===== src/rtl/trapezoid_surf_accum.sv =====
// Sums per-segment trapezoid surfaces into one saturating total per frame and
// hands each finished total to the consumer through a one-entry valid/ready result register.
module trapezoid_surf_accum #(
   parameter int IN_W      = 32,
   parameter int ACC_W     = 48,
   parameter int CNT_W     = 16,
   parameter int OUT_SHIFT = 0
) (
   input  logic             clk,
   input  logic             rst_n,
   input  logic [IN_W-1:0]  surf_in,
   input  logic             surf_valid,
   input  logic             surf_last,
   input  logic             clr,
   output logic [ACC_W-1:0] total,
   output logic [CNT_W-1:0] seg_count,
   output logic             total_ovf,
   output logic             out_valid,
   input  logic             out_ready,
   output logic             overrun,
   output logic             dbg_acc_state,
   output logic             dbg_out_state
);

   // Handshake: a result transfers on any rising edge where out_valid & out_ready;
   // total/seg_count/total_ovf are held stable while out_valid & !out_ready.

   typedef enum logic {ACC_IDLE = 1'b0, ACC_RUN = 1'b1} acc_state_e;
   typedef enum logic {OUT_EMPTY = 1'b0, OUT_FULL = 1'b1} out_state_e;

   localparam int SW = ACC_W + 1;

   acc_state_e       acc_state_q, acc_state_d;
   out_state_e       out_state_q, out_state_d;
   logic [ACC_W-1:0] acc_q, acc_d;
   logic [CNT_W-1:0] cnt_q, cnt_d;
   logic             fovf_q, fovf_d;
   logic [ACC_W-1:0] total_q, total_d;
   logic [CNT_W-1:0] seg_q, seg_d;
   logic             tovf_q, tovf_d;
   logic             overrun_q, overrun_d;

   logic [SW-1:0]    sum_wide;
   logic             clamp;
   logic [ACC_W-1:0] sum_sat;
   logic [CNT_W-1:0] cnt_sat;
   logic             capture;

   // Single adder shared by the running sum and the frame-closing beat.
   assign sum_wide = {1'b0, acc_q} + {{(SW-IN_W){1'b0}}, surf_in};
   assign clamp    = sum_wide[ACC_W];
   assign sum_sat  = clamp ? {ACC_W{1'b1}} : sum_wide[ACC_W-1:0];
   assign cnt_sat  = (&cnt_q) ? cnt_q : cnt_q + {{(CNT_W-1){1'b0}}, 1'b1};
   assign capture  = surf_valid & surf_last & ~clr;

   always_comb begin
      acc_state_d = acc_state_q;
      acc_d       = acc_q;
      cnt_d       = cnt_q;
      fovf_d      = fovf_q;
      if (clr || (surf_valid && surf_last)) begin
         acc_state_d = ACC_IDLE;
         acc_d       = '0;
         cnt_d       = '0;
         fovf_d      = 1'b0;
      end else if (surf_valid) begin
         acc_state_d = ACC_RUN;
         acc_d       = sum_sat;
         cnt_d       = cnt_sat;
         fovf_d      = fovf_q | clamp;
      end
   end

   always_comb begin
      out_state_d = out_state_q;
      total_d     = total_q;
      seg_d       = seg_q;
      tovf_d      = tovf_q;
      overrun_d   = clr ? 1'b0 : overrun_q;
      case (out_state_q)
         OUT_EMPTY: begin
            if (capture) begin
               out_state_d = OUT_FULL;
               total_d     = sum_sat >> OUT_SHIFT;
               seg_d       = cnt_sat;
               tovf_d      = fovf_q | clamp;
            end
         end
         OUT_FULL: begin
            if (capture && out_ready) begin
               total_d = sum_sat >> OUT_SHIFT;
               seg_d   = cnt_sat;
               tovf_d  = fovf_q | clamp;
            end else if (capture) begin
               // Held result is not drained this cycle: the new frame is lost.
               overrun_d = 1'b1;
            end else if (out_ready) begin
               out_state_d = OUT_EMPTY;
            end
         end
         default: out_state_d = OUT_EMPTY;
      endcase
   end

   always_ff @(posedge clk or negedge rst_n) begin
      if (!rst_n) begin
         acc_state_q <= ACC_IDLE;
         out_state_q <= OUT_EMPTY;
         acc_q       <= '0;
         cnt_q       <= '0;
         fovf_q      <= 1'b0;
         total_q     <= '0;
         seg_q       <= '0;
         tovf_q      <= 1'b0;
         overrun_q   <= 1'b0;
      end else begin
         acc_state_q <= acc_state_d;
         out_state_q <= out_state_d;
         acc_q       <= acc_d;
         cnt_q       <= cnt_d;
         fovf_q      <= fovf_d;
         total_q     <= total_d;
         seg_q       <= seg_d;
         tovf_q      <= tovf_d;
         overrun_q   <= overrun_d;
      end
   end

   assign total         = total_q;
   assign seg_count     = seg_q;
   assign total_ovf     = tovf_q;
   assign out_valid     = (out_state_q == OUT_FULL);
   assign overrun       = overrun_q;
   assign dbg_acc_state = acc_state_q;
   assign dbg_out_state = out_state_q;

endmodule


===== config.mk =====
export PLATFORM = sky130hd
export DESIGN_NAME = trapezoid_surf_accum
export DESIGN_NICKNAME = d
export VERILOG_FILES = /design/src/rtl/trapezoid_surf_accum.sv
export SDC_FILE = /design/constraint.sdc
export NUM_CORES = 1
export LEC_CHECK = 0
export CAP_MARGIN = 20
export CORE_MARGIN = 2
export CORE_UTILIZATION = 39
export CTS_BUF_LIST = sky130_fd_sc_hd__clkbuf_4 sky130_fd_sc_hd__clkbuf_8
export CTS_CLUSTER_DIAMETER = 60
export DETAILED_ROUTE_END_ITERATION = 16
export PLACE_DENSITY = 0.67
export SLEW_MARGIN = 40
export SYNTH_ARGS = -nofsm -noshare
export SYNTH_HDL_FRONTEND = slang
export SYNTH_SLANG_ARGS = --single-unit

===== constraint.sdc =====
create_clock -name clk -period 5.6 [get_ports clk]
set_input_delay 0.56 -clock clk [delete_from_list [all_inputs] [get_ports clk]]
set_output_delay 0.56 -clock clk [all_outputs]
set_load 0.005 [all_outputs]

==> results of run 1 <==
registers in the layout (all words and copies together), names as in the netlist:
name           cells
dbg_acc_state      1
total             48
dbg_out_state      1
seg_count         16
total_ovf          1
overrun            1
cnt_q             16
fovf_q             1
acc_q             48
power breakdown:
part	internal, mW	switching (mW)	total [mW]
Sequential	1.05	0.0551	1.11
Clock	0.379	0.415	0.794
Combinational	0.286	0.264	0.551
synth_stat cells, types with 19 or more instances:
cell type,n
a21o_1,48
a21oi_1,81
a31oi_1,33
and3_1,19
clkbuf_1,47
dfrtp_1,133
ha_1,33
nand2_1,84
nor2_1,84
o21ai_0,73
xnor2_1,35
logic make-up (layout without fill, tap and decap cells):
family                     Yosys count  count (layout)
muxes                                3               3
xor gates and xnor gates            51              51
AOI/OAI and AO/OA                  316             316
and+or+nand+nor                    254             254
buffers and inverters               72             164
DFF                                133             133
adders and majority gates           34              34
metal layers:
layer  wire, microns  GRT usage [%]
met5               0              0
met4             220           5.26
met3             933           4.01
met2            8970           30.3
met1            9030           26.7
final cells by class:
class	instances	area share [%]
multi-input cells	658	43.8
flip-flops and latches	133	35.5
repair buffers	117	12.5
well taps	265	3.53
clock buffers	19	2.79
clock inverters	13	1.31
inverters	15	0.600
through the flow:
step / cells / hold slack, ns / cell area (sq um) / setup slack (ns)
after floorplan: 863 / 0.264 / 7710 / 2.34
after global placement: 1185 / 0.458 / 8950 / 1.37
after detailed placement: 1188 / 0.464 / 9000 / 1.30
after CTS: 1220 / 0.178 / 9380 / 1.77
after global routing: 1220 / 0.190 / 9390 / 1.47
final: 1220 / 0.133 / 9390 / 1.75
critical path, cell delays in order:
cell	delay (ns)
clkdlybuf4s50_1	0.44
ha_1	0.24
fa_1	0.43
a211oi_1	0.27
o21ai_1	0.21
o221ai_1	0.25
o311ai_1	0.21
or3_1	0.39
nand3_2	0.53
buf_4	0.36
nand2_1	0.11
o22a_1	0.18
worst max path at each step:
| stage | cells past startpoint | start | slack [ns] | to |
|---|---|---|---|---|
| 5_1_grt | 12 | surf_in[0] | 1.47 | total[9]$_DFFE_PN0P_ |
| 3_5_place_dp | 12 | surf_in[0] | 1.30 | total[9]$_DFFE_PN0P_ |
| 4_1_cts | 12 | surf_in[0] | 1.77 | total[9]$_DFFE_PN0P_ |
| 6_report | 12 | surf_in[0] | 1.75 | total[9]$_DFFE_PN0P_ |
| 3_3_place_gp | 12 | surf_in[0] | 1.37 | acc_q[13]$_DFFE_PN0P_ |
| 2_1_floorplan | 11 | surf_in[0] | 2.34 | total[22]$_DFFE_PN0P_ |
==> out/summary.txt, run 1 <==
DRT Pass-1 Iters - 5
area share of the largest cell type after synthesis - 43.2%
antenna cells - 0
Layout Area Growth over Synthesis - 21.8%
Compound-Gate Fraction of Synth Area - 26.1%
die width - 145 microns
Post-Synth Simple-Gate Area - 15.2%
area leader, netlist - dfrtp_1
WP data required - 5.95 ns
Routed WL per cell - 15.7 microns
register bit total from synthesis - 133
core area - 19400 sq um
fin util - 48.4%
post-synthesis xor/xnor area fraction - 5.80%
capture point of the worst reg-to-reg path - total[9]$_DFFE_PN0P_
VDD IR max - 144 uV
largest net degree at the start of global routing - 86
hpwl dp - 13500 microns
most frequent cells in the layout - dfrtp_1 (133), clkdlybuf4s50_1 (105), nand2_1 (84), nor2_1 (83), a21oi_1 (81)
vias in the first global route - 6326
CTS H-tree lvls - 4
Pleak - 4.28 nW
HP Class - primary input to asynchronous set/reset pin
Setup crit end kind - flop
FF-to-FF setup slack - 1.96 ns
Register Area - 3330 sq um
sequential area share after synthesis - 43.2%
CTS Buf Count - 17
Final Wtd Congestion - 0.891
chip height - 145 microns
Clk Latency, worst-skew pair - 0.46 ns
Worst-Margin Slew - 0.809 ns
status - finished, final reports clean
post-CTS sizing - 0
Relative slew margins - 45.9%
most common cell after layout, fill and taps aside - dfrtp_1
setup repair bufs after CTS - 0
GRT Residual Overflow - 0
root buffer cell - clkbuf_8
crit path time final - 3.85 ns
Rows - 51
count of buffers from port buffering - 106
Mapped Cells - 863
top cells by area, synth - dfrtp_1 (43%), ha_1 (5.4%), a21oi_1 (5.3%), o21ai_0 (4.7%), a21o_1 (4.7%)
DRC - 0
area of the die - 20900 sq um
Distinct cells, synth - 61
final cycle utilization of the critical path - 68.7%
NumNets Final - 1014
CTS tree - done
maximum clock path buffer count - 2
share of layout cells above drive strength 1 - 5.76%
post-route ant nets - 0
FILL cells - 1899
max_cap viols - 0
worst clock skew - 0.0128 ns
r2r startpoint - acc_q[0]$_DFFE_PN0P_
Syn Nets - 935
Sink Count - 133
total power - 2.45 mW
EDFF count, synth - 0
Yosys warnings - 0
Via density - 5.47
DRT Wirelength - 19100 microns
RSZ-0062 raised after global routing - no
largest family of logic cells by synthesized area - compound AO/OA/AOI/OAI gates
Main synth FF type - dfrtp_1
Max Slew Vio Count - 0
Hold Vio Cnt, Final - 0
Max Clk Rate - 260 MHz
CP Class - primary input to flop
vias post-DR - 6673
Reg2Reg Depth - 11
initial antenna violation count - 0
I/O Pins - 107
setup TNS - 0 ns
Initial Util - 39.7%
critical path startpoint category - primary input
Tot GR Track Use - 19.2%
Critical Path Fanout Max - 33
Arr. time, crit path - 4.20 ns
# setup viols final - 0
Clock transition at path regs - 0.08 ns
mux share of post-synthesis cell area - 0.390%
power density over cell area - 261 nW/um^2
async set or reset register ratio after synthesis - 100%
Initial DRC Count - 457
Post-Syn Area - 7710 sq um
multi-input gate area in the final layout - 4110 sq um
Hold-fix buffers, CTS - 0
Avg Cell Area, Syn - 8.93 sq um
adder-cell area share of the yosys netlist - 5.62%
first-pass GRT wire length - 31700 microns
(Power assumes the default switching activity.)
==> run 2: changes to the inputs <==
PLACE_DENSITY = 0.69   (was 0.67)
clock period = 3.4 ns   (was 5.6 ns; I/O delays follow)
==> out/summary.txt, run 2 (synthesis results as in run 1) <==
status - finished, final reports clean
Arr. time, crit path - 3.45 ns (-0.75 ns)
Final Wtd Congestion - 0.922 (+3.5%)
Sink Count - 133 (unchanged)
Non-Filler Instances - 1269 (+4.0%)
Clock transition at path regs - 0.09 ns (about the same)
root buffer cell - clkbuf_8
Pleak - 4.54 nW (+6.0%)
Reg2Reg Depth - 11 (unchanged)
placed cells - 1236 (+4.0%)
first-pass GRT wire length - 32500 microns (+2.5%)
GRT Residual Overflow - 0 (unchanged)
Layout Area Growth over Synthesis - 27.1%
CP Class - flop to flop
Initial Util - 39.7% (unchanged)
maximum clock path buffer count - 2 (unchanged)
antenna cells - 0 (unchanged)
max_cap viols - 0 (unchanged)
setup repair bufs after CTS - 0 (unchanged)
CTS H-tree lvls - 4 (unchanged)
RSZ-0062 raised after global routing - no
Setup crit end kind - flop
Routed WL per cell - 15.4 microns (-2.0%)
Max Clk Rate - 325 MHz
Rows - 51 (unchanged)
Tot GR Track Use - 19.6% (+0.48 points)
Max Slew Vio Count - 0 (unchanged)
Critical Path Fanout Max - 4 (-88%)
most frequent cells in the layout - dfrtp_1 (133), clkdlybuf4s50_1 (105), nand2_1 (84), nor2_1 (83), a21oi_1 (81)
Relative slew margins - 55.2% (+9.3 points)
Clk Latency, worst-skew pair - 0.47 ns (about the same)
CTS tree - done
FILL cells - 1898 (-0.053%)
Via density - 5.35 (-2.1%)
r2r startpoint - acc_q[0]$_DFFE_PN0P_
NumNets Final - 1063 (+4.8%)
Worst Setup EP - total[46]$_DFFE_PN0P_
final cycle utilization of the critical path - 90.4%
Worst-Margin Slew - 0.672 ns (-0.137 ns)
VDD IR max - 238 uV (+65%)
vias in the first global route - 6598 (+4.3%)
HP Class - primary input to asynchronous set/reset pin
core area - 19400 sq um (unchanged)
post-route ant nets - 0 (unchanged)
power density over cell area - 416 nW/um^2 (+60%)
capture point of the worst reg-to-reg path - total[46]$_DFFE_PN0P_
Initial DRC Count - 386 (-16%)
Hold Vio Cnt, Final - 0 (unchanged)
crit path time final - 3.07 ns
share of layout cells above drive strength 1 - 10.3% (+4.5 points)
critical path startpoint category - flop
chip height - 145 microns (unchanged)
initial antenna violation count - 0 (unchanged)
Worst setup startpoint - acc_q[0]$_DFFE_PN0P_
DRT Pass-1 Iters - 4 (-1)
die width - 145 microns (unchanged)
CTS Buf Count - 17 (unchanged)
DRT Wirelength - 19500 microns (+1.9%)
WP data required - 3.77 ns (-2.18 ns)
DRC - 0 (unchanged)
hpwl dp - 13900 microns (+2.6%)
vias post-DR - 6795 (+1.8%)
largest net degree at the start of global routing - 83 (-3.5%)
most common cell after layout, fill and taps aside - dfrtp_1
area of the die - 20900 sq um (unchanged)
worst clock skew - 0.0164 ns (+0.00364 ns)
I/O Pins - 107 (unchanged)
# setup viols final - 0 (unchanged)
fin util - 50.5% (+2.1 points)
count of buffers from port buffering - 106 (unchanged)
FF-to-FF setup slack - 0.33 ns (-1.63 ns)
run 2: power breakdown:
group	switching (mW)	internal (mW)	total, mW
registers	0.0887	1.73	1.82
logic	0.452	0.517	0.969
clock network	0.736	0.556	1.29
total	1.28	2.80	4.08
run 2: area by class of cell:
class,instances,area (sq um),area share (%)
timing repair buffer,166,1590,16.2
inverter,15,56.3,0.575
tap,265,332,3.38
sequential,133,3330,34.0
multi-input combinational,658,4110,42.0
clock inverter,14,131,1.34
clock buffer,18,248,2.53
run 2: worst max-delay path, stage by stage, from the launching register on:
cell	delay [ns]
dfrtp_1	0.39
ha_1	0.21
fa_1	0.39
a211oi_1	0.25
o21ai_1	0.13
o221ai_1	0.27
o311ai_1	0.22
or3_1	0.39
and2_1	0.17
and3_1	0.21
and3_1	0.18
o31ai_1	0.17
run 2: routing by layer:
| layer | vias up | wire [microns] | global-route usage [%] |
|---|---|---|---|
| met2 | 144 | 9070 | 31.3 |
| met3 | 29 | 685 | 4.11 |
| met1 | 3239 | 9480 | 26.8 |
| met5 | - | 0 | 0 |
| met4 | 0 | 286 | 6.13 |
| li1 | 3383 | - | - |
run 2: worst min-delay path by stage:
stage	end	slack, ns	cells past startpoint
4_1_cts	total[5]$_DFFE_PN0P_	0.39	2
2_1_floorplan	acc_q[0]$_DFFE_PN0P_	0.04	0
5_1_grt	total[5]$_DFFE_PN0P_	0.41	2
3_5_place_dp	total[5]$_DFFE_PN0P_	0.33	1
3_3_place_gp	total[5]$_DFFE_PN0P_	0.33	1
6_report	total[5]$_DFFE_PN0P_	0.39	2
run 2: repair_timing:
action                                 CTS  global route
gates resized for setup                  0             0
endpoints found under the hold margin   51             0
hold buffers                             1             0
run 2: per-stage QoR:
step	instance area, sq um	setup WS [ns]	setup TNS [ns]	total power, mW	hold WS (ns)
2_1_floorplan	7710	0.347	0	2.29	0.0444
3_3_place_gp	9410	0.00245	0	2.81	0.333
3_5_place_dp	9410	-0.0430	-0.609	2.82	0.328
4_1_cts	9800	0.322	0	4.12	0.393
5_1_grt	9800	0.0809	0	4.31	0.405
6_report	9800	0.327	0	4.08	0.393
==> run 3: changes to the inputs <==
RECOVER_POWER = 50   (was default)
==> out/summary.txt, run 3 (synthesis results as in run 1) <==
hpwl dp - 13900 microns (unchanged)
CTS tree - done
Pleak - 4.56 nW (+0.44%)
capture point of the worst reg-to-reg path - total[46]$_DFFE_PN0P_
total power - 4.05 mW (-0.59%)
Critical Path Fanout Max - 4 (unchanged)
DRT Pass-1 Iters - 5 (+1)
Max Clk Rate - 326 MHz (about the same)
worst clock skew - 0.0165 ns (+0.0000298 ns)
Switching Share - 31.5% (+0.21 points)
chip height - 145 microns (unchanged)
Relative slew margins - -61.5% (-120 points)
Fin Hold WS - 0.469 ns (+0.0765 ns)
Setup crit end kind - flop
first-pass GRT wire length - 32500 microns (unchanged)
post-route ant nets - 0 (unchanged)
Tot GR Track Use - 19.6% (unchanged)
I/O Pins - 107 (unchanged)
Clk Latency, worst-skew pair - 0.48 ns (about the same)
antenna cells - 0 (unchanged)
Worst-Margin Slew - 2.42 ns (+1.75 ns)
DRT Wirelength - 19500 microns (about the same)
FILL cells - 1898 (unchanged)
die width - 145 microns (unchanged)
Comb power frac - 23.3% (-0.5 points)
GRT Residual Overflow - 0 (unchanged)
vias in the first global route - 6598 (unchanged)
Clk pwr share - 32.0% (+0.3 points)
crit path time final - 3.07 ns (-0.00260 ns)
Initial Util - 39.7% (unchanged)
final cycle utilization of the critical path - 90.3% (about the same)
Int Power - 2.78 mW (-0.90%)
maximum clock path buffer count - 2 (unchanged)
sw power - 1.28 mW (about the same)
most frequent cells in the layout - dfrtp_1 (133), nand2_1 (84), nor2_1 (83), a21oi_1 (81), clkdlybuf4s50_1 (74)
root buffer cell - clkbuf_8
WP data required - 3.78 ns (about the same)
NumNets Final - 1063 (unchanged)
CTS H-tree lvls - 4 (unchanged)
DRC - 0 (unchanged)
most common cell after layout, fill and taps aside - dfrtp_1
Arr. time, crit path - 3.45 ns (about the same)
hold path startpoint - seg_count[15]$_DFFE_PN0P_
vias post-DR - 6811 (+0.24%)
Via density - 5.37 (+0.24%)
status - complete, but fails checks
share of layout cells above drive strength 1 - 10.2% (-0.10 points)
critical path startpoint category - flop
Sink Count - 133 (unchanged)
Initial DRC Count - 418 (+8.3%)
Min-Delay Path Depth - 2
Rows - 51 (unchanged)
Hold Path Sink - seg_count[15]$_DFFE_PN0P_
fin util - 50.5% (about the same)
Layout Area Growth over Synthesis - 27.1% (about the same)
setup repair bufs after CTS - 0 (unchanged)
area of the die - 20900 sq um (unchanged)
Hold Vio Cnt, Final - 0 (unchanged)
Routed WL per cell - 15.4 microns (about the same)
# setup viols final - 0 (unchanged)
initial antenna violation count - 0 (unchanged)
VDD IR max - 234 uV (-1.7%)
Clock transition at path regs - 0.08 ns (about the same)
FF-to-FF setup slack - 0.33 ns (about the same)
HP Class - flop to flop
CP Class - flop to flop
Reg power frac - 44.8% (+0.2 points)
Final Wtd Congestion - 0.922 (unchanged)
CTS Buf Count - 17 (unchanged)
largest net degree at the start of global routing - 83 (unchanged)
failing checks - max-capacitance violations, max-slew violations
count of buffers from port buffering - 106 (unchanged)
power density over cell area - 414 nW/um^2 (-0.57%)
max_cap viols - 1 (+1)
RSZ-0062 raised after global routing - no
Reg2Reg Depth - 11 (unchanged)
core area - 19400 sq um (unchanged)
r2r startpoint - acc_q[0]$_DFFE_PN0P_
Max Slew Vio Count - 52 (+52)
run 3: changes by cell type in the layout (fill, tap and decap cells not counted), sizes merged:
| cell | before | now |
|---|---|---|
| clkdlybuf4s50 | 105 | 74 |
| dlygate4sd3 | 1 | 32 |
| dlygate4sd2 | 0 | 1 |
| buf | 60 | 59 |
run 3: how the worst max path moves through the flow:
stage | from | to | slack, ns
2_1_floorplan | acc_q[0]$_DFFE_PN0P_ | total[22]$_DFFE_PN0P_ | 0.35
3_3_place_gp | surf_in[0] | acc_q[31]$_DFFE_PN0P_ | 0.002
3_5_place_dp | surf_in[0] | total[46]$_DFFE_PN0P_ | -0.04
4_1_cts | acc_q[0]$_DFFE_PN0P_ | total[46]$_DFFE_PN0P_ | 0.32
5_1_grt | acc_q[0]$_DFFE_PN0P_ | total[1]$_DFFE_PN0P_ | 0.08
6_report | acc_q[0]$_DFFE_PN0P_ | total[46]$_DFFE_PN0P_ | 0.33
run 3: per-layer routing:
layer	up-vias	GRT usage, %	share of wire, %
met1	3235	26.8	48
li1	3382	-	-
met3	27	4.11	4.1
met5	-	0	0
met2	167	31.3	47
met4	0	6.13	1.5
run 3: timing repair:
| item | in CTS | in global routing |
|---|---|---|
| gates resized for setup | 0 | 0 |
| endpoints found under the setup margin | 0 | 0 |
| endpoints found under the hold margin | 51 | 0 |
| hold buffers | 1 | 0 |
run 3: power by group through the flow:
stage | clock network [mW] | logic (mW) | registers, mW
2_1_floorplan | 0 | 0.448 | 1.85
6_report | 1.30 | 0.943 | 1.82
5_1_grt | 1.40 | 1.05 | 1.84
4_1_cts | 1.32 | 0.977 | 1.82
3_5_place_dp | 0 | 0.968 | 1.85
3_3_place_gp | 0 | 0.965 | 1.85
run 3: critical path, stage by stage, from the launching register on:
cell and delay (ns):
dfrtp_1 0.39, ha_1 0.21, fa_1 0.39, a211oi_1 0.25, o21ai_1 0.13, o221ai_1 0.26
o311ai_1 0.22, or3_1 0.39, and2_1 0.17, and3_1 0.21, and3_1 0.18, o31ai_1 0.17
run 3: final cells by class:
type / count / area (sq um) / share of cell area, %
multi-input cells: 658 / 4110 / 42.0
inverters: 15 / 56.3 / 0.575
well taps: 265 / 332 / 3.38
clock inverters: 14 / 131 / 1.34
clock buffers: 18 / 248 / 2.53
repair buffers: 166 / 1590 / 16.2
flip-flops and latches: 133 / 3330 / 34.0
run 3: metrics by stage:
stage	setup TNS, ns	setup WS [ns]	cells	area (sq um)
2_1_floorplan	0	0.347	863	7710
3_3_place_gp	0	0.00245	1236	9410
3_5_place_dp	-0.609	-0.0430	1236	9410
4_1_cts	0	0.322	1269	9800
5_1_grt	0	0.0809	1269	9800
6_report	0	0.329	1269	9800
